--- config.mk ---
export PLATFORM = sky130hd
export DESIGN_NAME = bus_arb2
export DESIGN_NICKNAME = d
export VERILOG_FILES = /design/src/rtl/bus_arb2.sv
export SDC_FILE = /design/constraint.sdc
export NUM_CORES = 1
export LEC_CHECK = 0
export ABC_AREA = 1
export BUFFER_PORTS_ARGS = -buffer_cell sky130_fd_sc_hd__clkbuf_2
export CAP_MARGIN = 40
export CORE_ASPECT_RATIO = 0.9
export CORE_MARGIN = 2
export CORE_UTILIZATION = 47
export CTS_BUF_LIST = sky130_fd_sc_hd__clkbuf_8
export CTS_CLUSTER_DIAMETER = 120
export DETAILED_ROUTE_END_ITERATION = 6
export PLACE_DENSITY = 0.83
export SYNTH_ARGS = -nofsm -noshare
export SYNTH_HDL_FRONTEND = slang
export SYNTH_SLANG_ARGS = --single-unit
--- constraint.sdc ---
create_clock -name cpu_clk -period 2.2 [get_ports cpu_clk]
set_input_delay 0.11 -clock cpu_clk [delete_from_list [all_inputs] [get_ports cpu_clk]]
set_output_delay 0.11 -clock cpu_clk [all_outputs]
set_load 0.01 [all_outputs]
--- src/rtl/bus_arb2.sv ---
// Purpose : two-master round-robin arbiter onto a single shared peripheral bus.
// Latency : grant on the edge after m_req in IDLE; m_ready one cycle after bus_ready (minimum 2 cycles).
// Backpressure: holds the bus until bus_ready; aborts after TIMEOUT WAIT cycles with a timeout_err pulse.
//
// Ports:
//   cpu_clk, rst_n              clock, synchronous active-low reset
//   m_req/m_we/m_re [1:0]       per-master request and direction strobes
//   m_addr/m_wdata [63:0]       master i at [32i+31:32i]
//   m_op [5:0]                  master i access code at [3i+2:3i]
//   m_ready [1:0], m_rdata      one-cycle completion pulse and read data
//   bus_*                       shared bus request side; bus_ready/bus_data_in from slaves
//   timeout_err, err_master     abort pulse and index of the last aborted master
module bus_arb2 #(
  parameter int unsigned TIMEOUT = 255
) (
  input  logic        cpu_clk,
  input  logic        rst_n,
  input  logic [1:0]  m_req,
  input  logic [63:0] m_addr,
  input  logic [63:0] m_wdata,
  input  logic [5:0]  m_op,
  input  logic [1:0]  m_we,
  input  logic [1:0]  m_re,
  output logic [1:0]  m_ready,
  output logic [31:0] m_rdata,
  output logic [31:0] bus_addr,
  output logic [31:0] bus_data_out,
  output logic [2:0]  bus_mem_op,
  output logic        bus_en,
  output logic        bus_we,
  output logic        bus_re,
  input  logic        bus_ready,
  input  logic [31:0] bus_data_in,
  output logic        timeout_err,
  output logic        err_master
);

  typedef enum logic [1:0] {
    S_IDLE = 2'd0,
    S_WAIT = 2'd1,
    S_DONE = 2'd2
  } state_t;

  // Counter value seen during the last permitted WAIT cycle.
  localparam logic [9:0] CNT_LAST = 10'(TIMEOUT - 1);

  state_t      state_q;
  logic        gnt_q;
  logic        last_grant_q;
  logic [9:0]  cnt_q;
  logic [1:0]  m_ready_q;
  logic [31:0] m_rdata_q;
  logic [31:0] bus_addr_q;
  logic [31:0] bus_data_out_q;
  logic [2:0]  bus_mem_op_q;
  logic        bus_en_q;
  logic        bus_we_q;
  logic        bus_re_q;
  logic        timeout_err_q;
  logic        err_master_q;

  // Arbitration: on a tie the master not granted last time wins.
  logic        grant_d;
  logic [31:0] sel_addr;
  logic [31:0] sel_wdata;
  logic [2:0]  sel_op;
  logic        sel_we;
  logic        sel_re;

  always_comb begin
    grant_d = 1'b0;
    if (m_req == 2'b11) begin
      grant_d = ~last_grant_q;
    end else if (m_req[1]) begin
      grant_d = 1'b1;
    end
  end

  assign sel_addr  = grant_d ? m_addr[63:32]  : m_addr[31:0];
  assign sel_wdata = grant_d ? m_wdata[63:32] : m_wdata[31:0];
  assign sel_op    = grant_d ? m_op[5:3]      : m_op[2:0];
  assign sel_we    = grant_d ? m_we[1]        : m_we[0];
  assign sel_re    = grant_d ? m_re[1]        : m_re[0];

  // A WAIT cycle ends on bus_ready, or on the last permitted cycle; bus_ready
  // wins if both happen together.
  logic wait_end;
  assign wait_end = bus_ready || (cnt_q == CNT_LAST);

  always_ff @(posedge cpu_clk) begin
    if (!rst_n) begin
      state_q        <= S_IDLE;
      gnt_q          <= 1'b0;
      last_grant_q   <= 1'b1;
      cnt_q          <= '0;
      m_ready_q      <= '0;
      m_rdata_q      <= '0;
      bus_addr_q     <= '0;
      bus_data_out_q <= '0;
      bus_mem_op_q   <= '0;
      bus_en_q       <= 1'b0;
      bus_we_q       <= 1'b0;
      bus_re_q       <= 1'b0;
      timeout_err_q  <= 1'b0;
      err_master_q   <= 1'b0;
    end else begin
      // Completion outputs are single-cycle pulses.
      m_ready_q     <= '0;
      m_rdata_q     <= '0;
      timeout_err_q <= 1'b0;

      case (state_q)
        S_IDLE: begin
          if (|m_req) begin
            gnt_q          <= grant_d;
            last_grant_q   <= grant_d;
            cnt_q          <= '0;
            bus_en_q       <= 1'b1;
            bus_addr_q     <= sel_addr;
            bus_data_out_q <= sel_wdata;
            bus_mem_op_q   <= sel_op;
            bus_we_q       <= sel_we;
            // we and re together is treated as a write
            bus_re_q       <= sel_re & ~sel_we;
            state_q        <= S_WAIT;
          end
        end

        S_WAIT: begin
          if (wait_end) begin
            m_ready_q[gnt_q] <= 1'b1;
            if (bus_ready) begin
              m_rdata_q <= bus_re_q ? bus_data_in : '0;
            end else begin
              timeout_err_q <= 1'b1;
              err_master_q  <= gnt_q;
            end
            bus_en_q       <= 1'b0;
            bus_we_q       <= 1'b0;
            bus_re_q       <= 1'b0;
            bus_addr_q     <= '0;
            bus_data_out_q <= '0;
            bus_mem_op_q   <= '0;
            state_q        <= S_DONE;
          end else begin
            cnt_q <= cnt_q + 10'd1;
          end
        end

        S_DONE: begin
          state_q <= S_IDLE;
        end

        default: begin
          state_q <= S_IDLE;
        end
      endcase
    end
  end

  assign m_ready      = m_ready_q;
  assign m_rdata      = m_rdata_q;
  assign bus_addr     = bus_addr_q;
  assign bus_data_out = bus_data_out_q;
  assign bus_mem_op   = bus_mem_op_q;
  assign bus_en       = bus_en_q;
  assign bus_we       = bus_we_q;
  assign bus_re       = bus_re_q;
  assign timeout_err  = timeout_err_q;
  assign err_master   = err_master_q;

endmodule
# Word level (Yosys, flattened, before mapping)
# Cells that the tools add are included.
# W data, S select, Z words.
[word_totals] romBits=0 mem_bits_rw=0 reg_bits=120 mem_count=0 in_bits=175 latch_bits=0 elab_cells=70
[classes] n_mul=0 mux=31 magnitude_cmp=2 eq_ne=6 reduce_logical=12 n_div=0 addsub=1 shifts=0 bitwise_logic=4
[ops] operator="$mux W32" count=5
[ops] operator="$pmux W32 S2" count=2
[ops] operator="$mux W10" count=2
[ops] operator="$pmux W10 S2" count=1
[ops] operator="$reduce_and A3 Y1" count=4
[ops] operator="$add A10 B1 Y10 const B" count=1
[ops] operator="$eq A10 B8 Y1 const B" count=1
[ops] operator="$mux W1" count=10
[ops] operator="$mux W3" count=3
[ops] operator="$ne A2 B2 Y1 const B" count=3
[ops] operator="$pmux W1 S2" count=3
[ops] operator="$pmux W3 S2" count=1
[ops] operator="$reduce_and A5 Y1" count=1
[ops] operator="$mux W2" count=2
[ops] operator="$pmux W2 S2" count=1
[ops] operator="$reduce_and A2 Y1" count=2
[ops] operator="$not A1 Y1" count=3
[ops] operator="$eq A2 B1 Y1 const B" count=1
[ops] operator="$eq A2 B2 Y1 const B" count=1
[ops] operator="$logic_not A2 Y1" count=1
[ops] operator="$lt A1 B2 Y1 const B" count=1
[ops] operator="$reduce_bool A2 Y1" count=1
[ops] operator="$reduce_or A2 Y1" count=1
[ops] operator="$and A1 B1 Y1" count=1
[ops] operator="other kinds (4)" count=4

# Logic depth before layout (Yosys ltp)
# Gate-level depths: netlist (run 1).
[logic_depth] depth_word=7 ltp_mapped=12 mapped_depth_nobuf=11

# Worst setup path after synthesis (run 1)
# No wires, ideal clock.
[synth_path] path_type="flip-flop to flip-flop" startpoint="reg cnt_q[0]" endpoint="reg bus_addr_q[11], in the netlist bus_addr[11]" t_required_ns=2.059 setup_slack_ns=0.662 arrival_ns=1.398 n_path_buf=2 stages_incl_launch_ff=13 synth_period_minus_slack_ns=1.538 cell_sequence="dfxtp_1 -> inv_1 -> ha_1 -> nand2_1 -> nor2_4 -> nand3_2 -> nand2_4 -> nand2_4 -> inv_4 -> buf_12 -> buf_8 -> nand2_2 -> a21oi_2"
[synth_between] elab_chain_len=4
[synth_lines] item="start: declaration" line="50" rtl="logic [9:0] cnt_q;"
[synth_lines] item="start signal: assignment" line="146" rtl="cnt_q <= cnt_q + 10'd1;"
[synth_lines] item="$eq A10 B8 Y1" line="88" rtl="assign wait_end = bus_ready || (cnt_q == CNT_LAST);"
[synth_lines] item="$logic_or A1 B1 Y1" line="88"
[synth_lines] item="$ne A2 B2 Y1 (no source line)"
[synth_lines] item="$reduce_and A3 Y1 (no source line)"
[synth_lines] item="end signal: assignment" line="119" rtl="bus_addr_q <= sel_addr;"
[synth_lines] item="end: declaration" line="53" rtl="logic [31:0] bus_addr_q;"
# No other way between the ends.
# A chain may end at the register's enable or synchronous reset.

# Final worst setup path (run 1)
[layout_path] startpoint="reg state_q[1]" endpoint="reg bus_data_out_q[4], in the netlist bus_data_out[4]"
[layout_between] elab_chain_len=3 word_cells_on_any_way=7 classes_between="eq/ne (3); mux (1); reduce/logical (3)"
[layout_lines] item="start: declaration" line="47" rtl="state_t state_q;"
[layout_lines] item="start signal: assignment" line="92" rtl="state_q <= S_IDLE;"
[layout_lines] item="start signal: assignment" line="125" rtl="state_q <= S_WAIT;"
[layout_lines] item="start signal: assignment" line="144" rtl="state_q <= S_DONE;"
[layout_lines] item="$eq A2 B1 Y1 or $logic_not A2 Y1 (tied branches)" line="112" rtl="case (state_q)"
[layout_lines] item="$ne A2 B2 Y1 (no source line) or $reduce_bool A2 Y1 (tied branches)"
[layout_lines] item="$reduce_and A3 Y1 (no source line)"
[layout_lines] item="end signal: assignment" line="120" rtl="bus_data_out_q <= sel_wdata;"
[layout_lines] item="end: declaration" line="54" rtl="logic [31:0] bus_data_out_q;"
# Several ways; a longest one is shown, not always the timed one.

==> results of run 1 <==
-- synthesized netlist by cell type --
cell type	count	area (µm²)
o211ai_1	1	7.510
ha_1	2	25.02
nand2_4	2	22.52
inv_1	49	183.9
nand3_1	12	60.06
nor2_2	1	6.260
nand4_1	3	18.77
nand2_2	11	68.82
clkbuf_1	29	108.9
clkbuf_2	1	5.000
or2_2	1	6.260
buf_1	3	11.26
dfxtp_1	120	2402
nor3_1	1	5.000
nor2_4	3	33.78
o21ai_0	32	160.2
inv_4	1	6.260
and2_1	1	6.260
buf_8	2	30.03
a21oi_2	10	87.58
xnor2_1	1	8.760
a21oi_1	94	470.5
nand3_2	1	10.01
inv_2	4	15.01
buf_2	11	55.05
nand2_1	248	930.9
buf_12	1	20.02
buf_6	2	22.52
nor2_1	140	525.5
-- repair_timing --
action	4_1_cts	5_1_grt
resized for setup	0	2
endpoints found under the hold margin	48	0
hold buffers	52	0
endpoints found under the setup margin	0	4
-- cells by family (layout without fill, tap and decap cells) --
family	count (synthesis)	count (layout)
compound gates	137	137
xor+xnor	1	1
fa+ha+maj	2	2
buf+inv	103	433
flops	120	120
simple gates	424	424
-- cells in the final DEF (no fill, tap or decap), types with 3 or more instances in the layout --
cell,synthesis,layout
clkbuf_2,1,280
nand2_1,248,247
nor2_1,140,140
dfxtp_1,120,120
a21oi_1,94,94
dlygate4sd3_1,0,52
inv_1,49,49
o21ai_0,32,32
clkbuf_8,0,17
nand2_2,11,12
nand3_1,12,12
buf_4,0,12
a21oi_2,10,10
inv_6,0,8
bufinv_16,0,5
nor2_4,3,3
inv_2,4,3
nand4_1,3,3
buf_12,1,3
-- worst paths after layout --
check                  start         endpoint  slack (ps)  depth (start not counted)
setup / recovery  state_q[1]  bus_data_out[4]         120                          6
setup reg to reg  state_q[1]  bus_data_out[4]         120                          6
hold / removal    m_wdata[1]  bus_data_out[1]          20                          5
hold reg to reg   err_master       err_master         450                          2
-- report_power, final --
group	leakage, nW	total (mW)	switching [mW]	internal (mW)
clock	0.229	2.37	0.994	1.38
combinational	2.79	1.22	0.707	0.514
sequential	0.982	2.40	0.0792	2.32
-- routing by layer --
layer	GRT usage, %	up-vias
met5	0	-
met4	13.10	0
met3	7.715	47
met2	49.92	275
met1	30.22	2766
li1	-	3074
-- tightest hold or removal path: cells and delay by family --
family | cells | cell delay (ps)
buffers and inverters | 1 | 80
AO/OA/AOI/OAI | 2 | 110
AND/OR/NAND/NOR | 2 | 110
-- layout make-up --
type                    count  area (µm²)  area share, %
well taps                 152       190.2          2.439
clock buffers              17       234.0          3.001
clock inverters            15       235.2          3.017
repair buffers            347        2072          26.57
inverters                  54       207.7          2.664
multi-input cells         564        2456          31.50
flip-flops and latches    120        2402          30.81
-- registers in the layout, indices dropped and copies added, names as in the netlist, 2 cells and up --
signal,flops
bus_data_out,32
bus_addr,32
cnt_q,10
m_ready,2
state_q,2
m_rdata,32
bus_mem_op,3
-- stage by stage --
step	total power [mW]	setup slack [ps]	cell area, µm²
after floorplan	3.126	661.6	5314
after global placement	3.548	362.7	6805
after detailed placement	3.568	276.4	6805
after CTS	5.994	112.8	7795
after global routing	6.258	26.10	7797
final	5.993	124.3	7797
==> run summary, run 1 <==
HP Class: in -> reg
Setup_tns: 0 ps
Final setup viols: 0
# nets final: 1,281
Vias per Instance: 4.856
Unrepaired setup endpoints after global routing: no
Fillers: 899
Critical Path Slowest Stage Cell: dlygate4sd3_1
Setup CP Type: reg -> reg
CTS tree: built
DR top layer: met4
Clock transition at path regs: 80 ps
Synth Area in Compound Gates: 13.66%
Max-cap viol count: 0
Die ar.: 0.01217 mm²
CP Buf/Inv Count: 2
Worst-Skew Late Latency: 440 ps
Status: complete, no violations
Power per cell area: 768.6 mW/mm²
Tightest Pin Transition: 756.2 ps
Clock sink total: 120
Detailed Route Iter0 Violations: 493
Leak: 4.000 nW
Fin crit period: 2076 ps
Diode count: 0
Total Wirelength: 17.52 mm
Final GP Congestion: 0.8546
Critical Path Max Stage Delay: 620 ps
Max VDD drop: 0.6148 mV
Wirelength per Cell: 13.80 µm
Setup Skew: 12.79 ps
Post-Syn Nets: 964
Final Non-Filler Cells: 1,269
Slew margin rel.: 49.58%
CP cell instances: nor2_4, buf_4, a21oi_1, dlygate4sd3_1, nand2_1, a21oi_1
Dpl hpwl: 11.03 mm
First-pass GRT wire length: 26.73 mm
# DRC: 0
Area growth from synthesis to layout: 46.74%
Endpoints failing hold: 0
Cell Area, Synth: 0.005314 mm²
Crit-path leading delay family: buffers and inverters
Total number of vias: 6,162
Post-Route M1 WL: 6.956 mm
Placeable Area: 0.01095 mm²
Inserted Clock Buffers: 17
Final Max Slew Viols: 0
Vias in the first global route: 5,783
PortBufs: 280
DR WL met2: 8.662 mm
Crit path max fanout: 71
Adder-Cell Fraction of Synth Area: 0.4709%
Total iterations of the first detailed-routing run: 5
Post-CTS setup buffers: 0
Initial Util: 48.55%
Largest net degree at the start of global routing: 72
Warnings, synthesis: 0
Avg Cell Area, Syn: 6.752 µm²
Highest Clock Rate: 481.8 MHz
Synthesized flop and latch total: 120
Layout cells sized above 1: 32.41%
Mux cell area share after synthesis: 0%
CTS H-tree depth: 4
Final period util: 94.35%
Main combinational cell family by area after synthesis: simple AND/OR/NAND/NOR gates
Total track usage: 27.97%
Register area share after synthesis: 45.21%
Ports: 281
Data arrival time of the worst path: 2390 ps
GRT overflow: 0
Final ANT Viol Nets: 0
Most used cell, CP: a21oi_1
Worst hold slack: 18.11 ps
Dpl cells: 1,185
Core Util, Final: 71.24%
Synth unique cells: 29
Die H: 104.9 µm
Rows: 36
Clk buf depth: 2
Antenna violations before repair: 0
Crit start category: register
Data required, critical path: 2510 ps
Xor and xnor area share after synthesis: 0.1648%
Crit. End Element: register
Die Wd: 116.1 µm
Synth Area in Simple Gates: 31.88%
Met3 wire length: 1.320 mm
Synth Instances: 787
Clock tree root driver cell: clkbuf_8
(Power assumes the default switching activity.)
==> inputs of run 2 (changes only) <==
CORE_UTILIZATION = 35   (was 47)
GPL_TIMING_DRIVEN = 0   (was unset)
PLACE_DENSITY = unset   (was 0.83)
SKIP_CTS_REPAIR_TIMING = 1   (was unset)
==> run 2 against run 1 <==
Effect of this change: flip-flop and latch count unchanged; worst setup slack better by 180 ps; sequential share of layout area up 0.32 points; routed wire length up 6.5%.
==> run summary, run 2 (synthesis results as in run 1) <==
Vias per Instance: 4.524
Highest Clock Rate: 528.7 MHz
Final period util: 85.97%
Total track usage: 21.92%
Final Non-Filler Cells: 1,333
Data required, critical path: 2500 ps
Setup Skew: 17.07 ps
Clock tree root driver cell: clkbuf_8
Setup CP Type: reg -> reg
Critical Path Max Stage Delay: 350 ps
Die ar.: 0.01619 mm²
Vias in the first global route: 5,414
Crit-path leading delay family: simple AND/OR/NAND/NOR gates
Worst r2r dst: bus_addr[8]
Clk buf depth: 2
Total number of vias: 6,031
Dpl hpwl: 13.89 mm
Total iterations of the first detailed-routing run: 7
HP Class: in -> reg
Final Max Slew Viols: 0
Worst-Skew Late Latency: 450 ps
Wirelength per Cell: 13.99 µm
R2R Path Start: state_q[1]
Critical Path Slowest Stage Cell: dfxtp_1
Detailed Route Iter0 Violations: 292
Reg-to-reg slack, setup: 310 ps
Unrepaired setup endpoints after global routing: no
Clock sink total: 120
Length in cells of the worst reg-to-reg path: 10
Ports: 281
Leak: 3.926 nW
Power per cell area: 728.1 mW/mm²
Final ANT Viol Nets: 0
Area growth from synthesis to layout: 45.23%
Rows: 42
Diode count: 0
GRT overflow: 0
# DRC: 0
Max-cap viol count: 0
Endpoints failing hold: 0
Fillers: 1,522
Die Wd: 133.9 µm
Max VDD drop: 0.4092 mV
Register area: 0.002402 mm²
Dpl cells: 1,264
Crit path max fanout: 10
Layout cells sized above 1: 31.89%
Tightest Pin Transition: 644.9 ps
Final setup viols: 0
Setup crit start: state_q[1]
Antenna violations before repair: 0
Inserted Clock Buffers: 17
PortBufs: 279
Largest net degree at the start of global routing: 17
CP Buf/Inv Count: 4
Worst hold path startpoint: m_addr[36]
Worst path depth: 10
Worst hold slack: 4.918 ps
CTS H-tree depth: 4
Die H: 120.9 µm
Placeable Area: 0.01477 mm²
Area taken by multi-input logic gates: 0.002454 mm²
Crit start category: register
Setup_tns: 0 ps
Data arrival time of the worst path: 2200 ps
Slew margin rel.: 57.00%
Clock transition at path regs: 80 ps
First-pass GRT wire length: 27.69 mm
Worst setup path endpoint: bus_addr[8]
CTS tree: built
CP cell instances: nor2_4, inv_2, nor2_4, nand2_4, nand2_4, inv_4, buf_12, buf_8, nand2_2, a21oi_2
Final GP Congestion: 0.8848
Fin crit period: 1891 ps
# nets final: 1,299
Commonest non-fill, non-tap cells in the layout: clkbuf_2, nand2_1, nor2_1
Post-route total power: 5.619 mW
Crit. End Element: register
Commonest non-fill, non-tap cell in the layout: clkbuf_2
Initial Util: 35.99%
Status: complete, no violations
Total Wirelength: 18.65 mm
run 2: worst min-delay path by stage:
stage	slack [ps]	endpoint	cells past startpoint
floorplan	220	m_rdata[0]	2
global placement	310	m_rdata[7]	3
detailed placement	310	m_rdata[26]	3
CTS	-180	m_rdata[4]	3
global route	2	bus_data_out[0]	5
finish	5	bus_addr[4]	5
run 2: final cells by class:
| type | count | area share (%) |
|---|---|---|
| Multi-Input combinational cell | 564 | 31.79 |
| Sequential cell | 120 | 31.13 |
| Timing Repair Buffer | 316 | 22.89 |
| Buffer | 49 | 3.275 |
| Tap cell | 198 | 3.210 |
| Clock buffer | 17 | 3.032 |
| Inverter | 54 | 2.659 |
| Clock inverter | 15 | 2.010 |
run 2: report_power, final:
group,internal (mW),switching [mW],leakage [nW]
Sequential,2.32,0.0822,0.982
Combinational,0.508,0.738,2.75
Clock,0.938,1.03,0.193
Total,3.77,1.85,3.93
run 2: routing by layer:
layer / global-route usage, % / wire length [µm] / part of all wire, %
met2: 36.31 / 8834 / 47
met3: 6.892 / 1313 / 7.0
met1: 27.18 / 8150 / 44
met4: 6.981 / 354 / 1.9
met5: 0 / 0 / 0
run 2: worst register-to-register path, cell delays in order (launching register included):
cell and delay, ps:
dfxtp_1 350, nor2_4 300, inv_2 170, nor2_4 160, nand2_4 120, nand2_4 170
inv_4 80, buf_12 150, buf_8 150, nand2_2 70, a21oi_2 50
run 2: per-stage QoR:
step                cell area (µm²)  worst slack [ps]  util (%)
floorplan                      5314             661.6         -
global placement               6958             360.7     47.12
global route                   7717             117.6     52.26
detailed placement             6958             336.9     47.12
finish                         7717             308.7     52.26
CTS                            7347             319.4     49.75
==> inputs of run 3 (changes only) <==
MAX_ROUTING_LAYER = met4   (was unset)
==> run 3 against run 2 <==
Effect of this change: hold slack worse by 3.6 ps; utilization is 0.068 points lower; non-clock buffer count down 1; critical path depth did not move; largest cell class unchanged.
==> run summary, run 3 (synthesis results as in run 1) <==
Clock transition at path regs: 80 ps
Pre-CTS setup slack: 336.9 ps
Status: complete, no violations
Power per cell area: 729.9 mW/mm²
Total number of vias: 6,026
Area growth from synthesis to layout: 45.04%
Max VDD drop: 0.4130 mV
Clock sink total: 120
Tightest Pin Transition: 646.6 ps
Length in cells of the worst reg-to-reg path: 10
PortBufs: 279
GRT overflow: 0
Die H: 120.9 µm
Commonest non-fill, non-tap cells in the layout: clkbuf_2, nand2_1, nor2_1
Largest net degree at the start of global routing: 17
Unrepaired setup endpoints after global routing: no
HP Class: in -> reg
Reg-to-reg slack, setup: 320 ps
Ports: 281
Worst Hold Path Cells: 5
# nets final: 1,298
Antenna violations before repair: 0
Final Cell Area: 0.007707 mm²
CTS tree: built
Post-route worst setup slack: 318.0 ps
Rows: 42
Data required, critical path: 2500 ps
Worst-Skew Late Latency: 450 ps
Final GP Congestion: 0.8996
Critical Path Max Stage Delay: 350 ps
Worst hold path startpoint: m_addr[36]
Slew margin rel.: 56.89%
Final setup viols: 0
Fin crit period: 1882 ps
First-pass GRT wire length: 27.68 mm
Data arrival time of the worst path: 2190 ps
Critical Path Slowest Stage Cell: dfxtp_1
Crit path max fanout: 10
Detailed Route Iter0 Violations: 301
Final Non-Filler Cells: 1,332
Highest Clock Rate: 531.4 MHz
Core Util, Final: 52.19%
Final ANT Viol Nets: 0
Commonest non-fill, non-tap cell in the layout: clkbuf_2
Dpl hpwl: 13.89 mm
Vias in the first global route: 5,402
Crit. End Element: register
Total iterations of the first detailed-routing run: 6
Worst r2r dst: bus_addr[8]
Die ar.: 0.01619 mm²
Diode count: 0
Vias per Instance: 4.524
Total track usage: 22.51%
Setup Skew: 15.96 ps
Fillers: 1,522
Endpoints failing hold: 0
Area after DPL: 0.006958 mm²
Total Wirelength: 18.68 mm
Clock tree root driver cell: clkbuf_8
Clk buf depth: 2
Final period util: 85.54%
R2R Path Start: state_q[1]
Inserted Clock Buffers: 17
Layout cells sized above 1: 31.92%
Initial Util: 35.99%
Dpl cells: 1,264
Max-cap viol count: 0
CP cell instances: nor2_4, inv_2, nor2_4, nand2_4, nand2_4, inv_4, buf_12, buf_8, nand2_2, a21oi_2
Crit start category: register
Die Wd: 133.9 µm
Placeable Area: 0.01477 mm²
End of the worst hold path: bus_addr[4]
Leak: 3.922 nW
CP Buf/Inv Count: 4
Wirelength per Cell: 14.02 µm
Crit-path leading delay family: simple AND/OR/NAND/NOR gates
# DRC: 0
CTS H-tree depth: 4
Final Max Slew Viols: 0
Setup_tns: 0 ps
Setup CP Type: reg -> reg
run 3: how the worst max path moves through the flow:
stage,from,endpoint,slack [ps],cells after the start
floorplan,cnt_q[0],bus_addr[11],660,12
global placement,state_q[1],bus_addr[8],360,10
detailed placement,state_q[1],bus_addr[8],340,10
CTS,state_q[1],bus_addr[8],320,10
global route,last_grant_q,bus_data_out[30],120,10
finish,state_q[1],bus_addr[8],320,10
run 3: area by class of cell:
type                       instances  area, µm²  area share (%)
multi-input combinational        564       2454           31.83
buffer                            49      252.7           3.279
clock buffer                      17      234.0           3.036
timing repair buffer             315       1757           22.79
sequential                       120       2402           31.17
tap                              198      247.7           3.214
clock inverter                    15      155.1           2.013
inverter                          54      205.2           2.662
run 3: power breakdown:
group          internal (mW)  total [mW]  switching (mW)  leakage, nW
combinational          0.507        1.25           0.739         2.75
sequential              2.32        2.40          0.0808        0.982
clock                  0.938        1.98            1.04        0.193
run 3: through the flow:
step	hold WS, ps	power [mW]
3_3_place_gp	307.5	3.636
4_1_cts	-179.0	5.624
2_1_floorplan	222.2	3.126
5_1_grt	6.837	5.946
3_5_place_dp	310.9	3.641
6_report	1.347	5.626
run 3: metal layers:
layer	vias up	global-route usage, %	part of all wire (%)
met1	2665	27.49	44
met4	0	7.314	1.9
met5	-	-	0
met3	30	5.806	6.5
li1	3114	-	-
met2	217	36.51	48
run 3: tightest hold or removal path: stages:
cell      delay [ps]
clkbuf_2          80
nand2_1           50
a21oi_1           60
nand2_1           60
a21oi_1           50
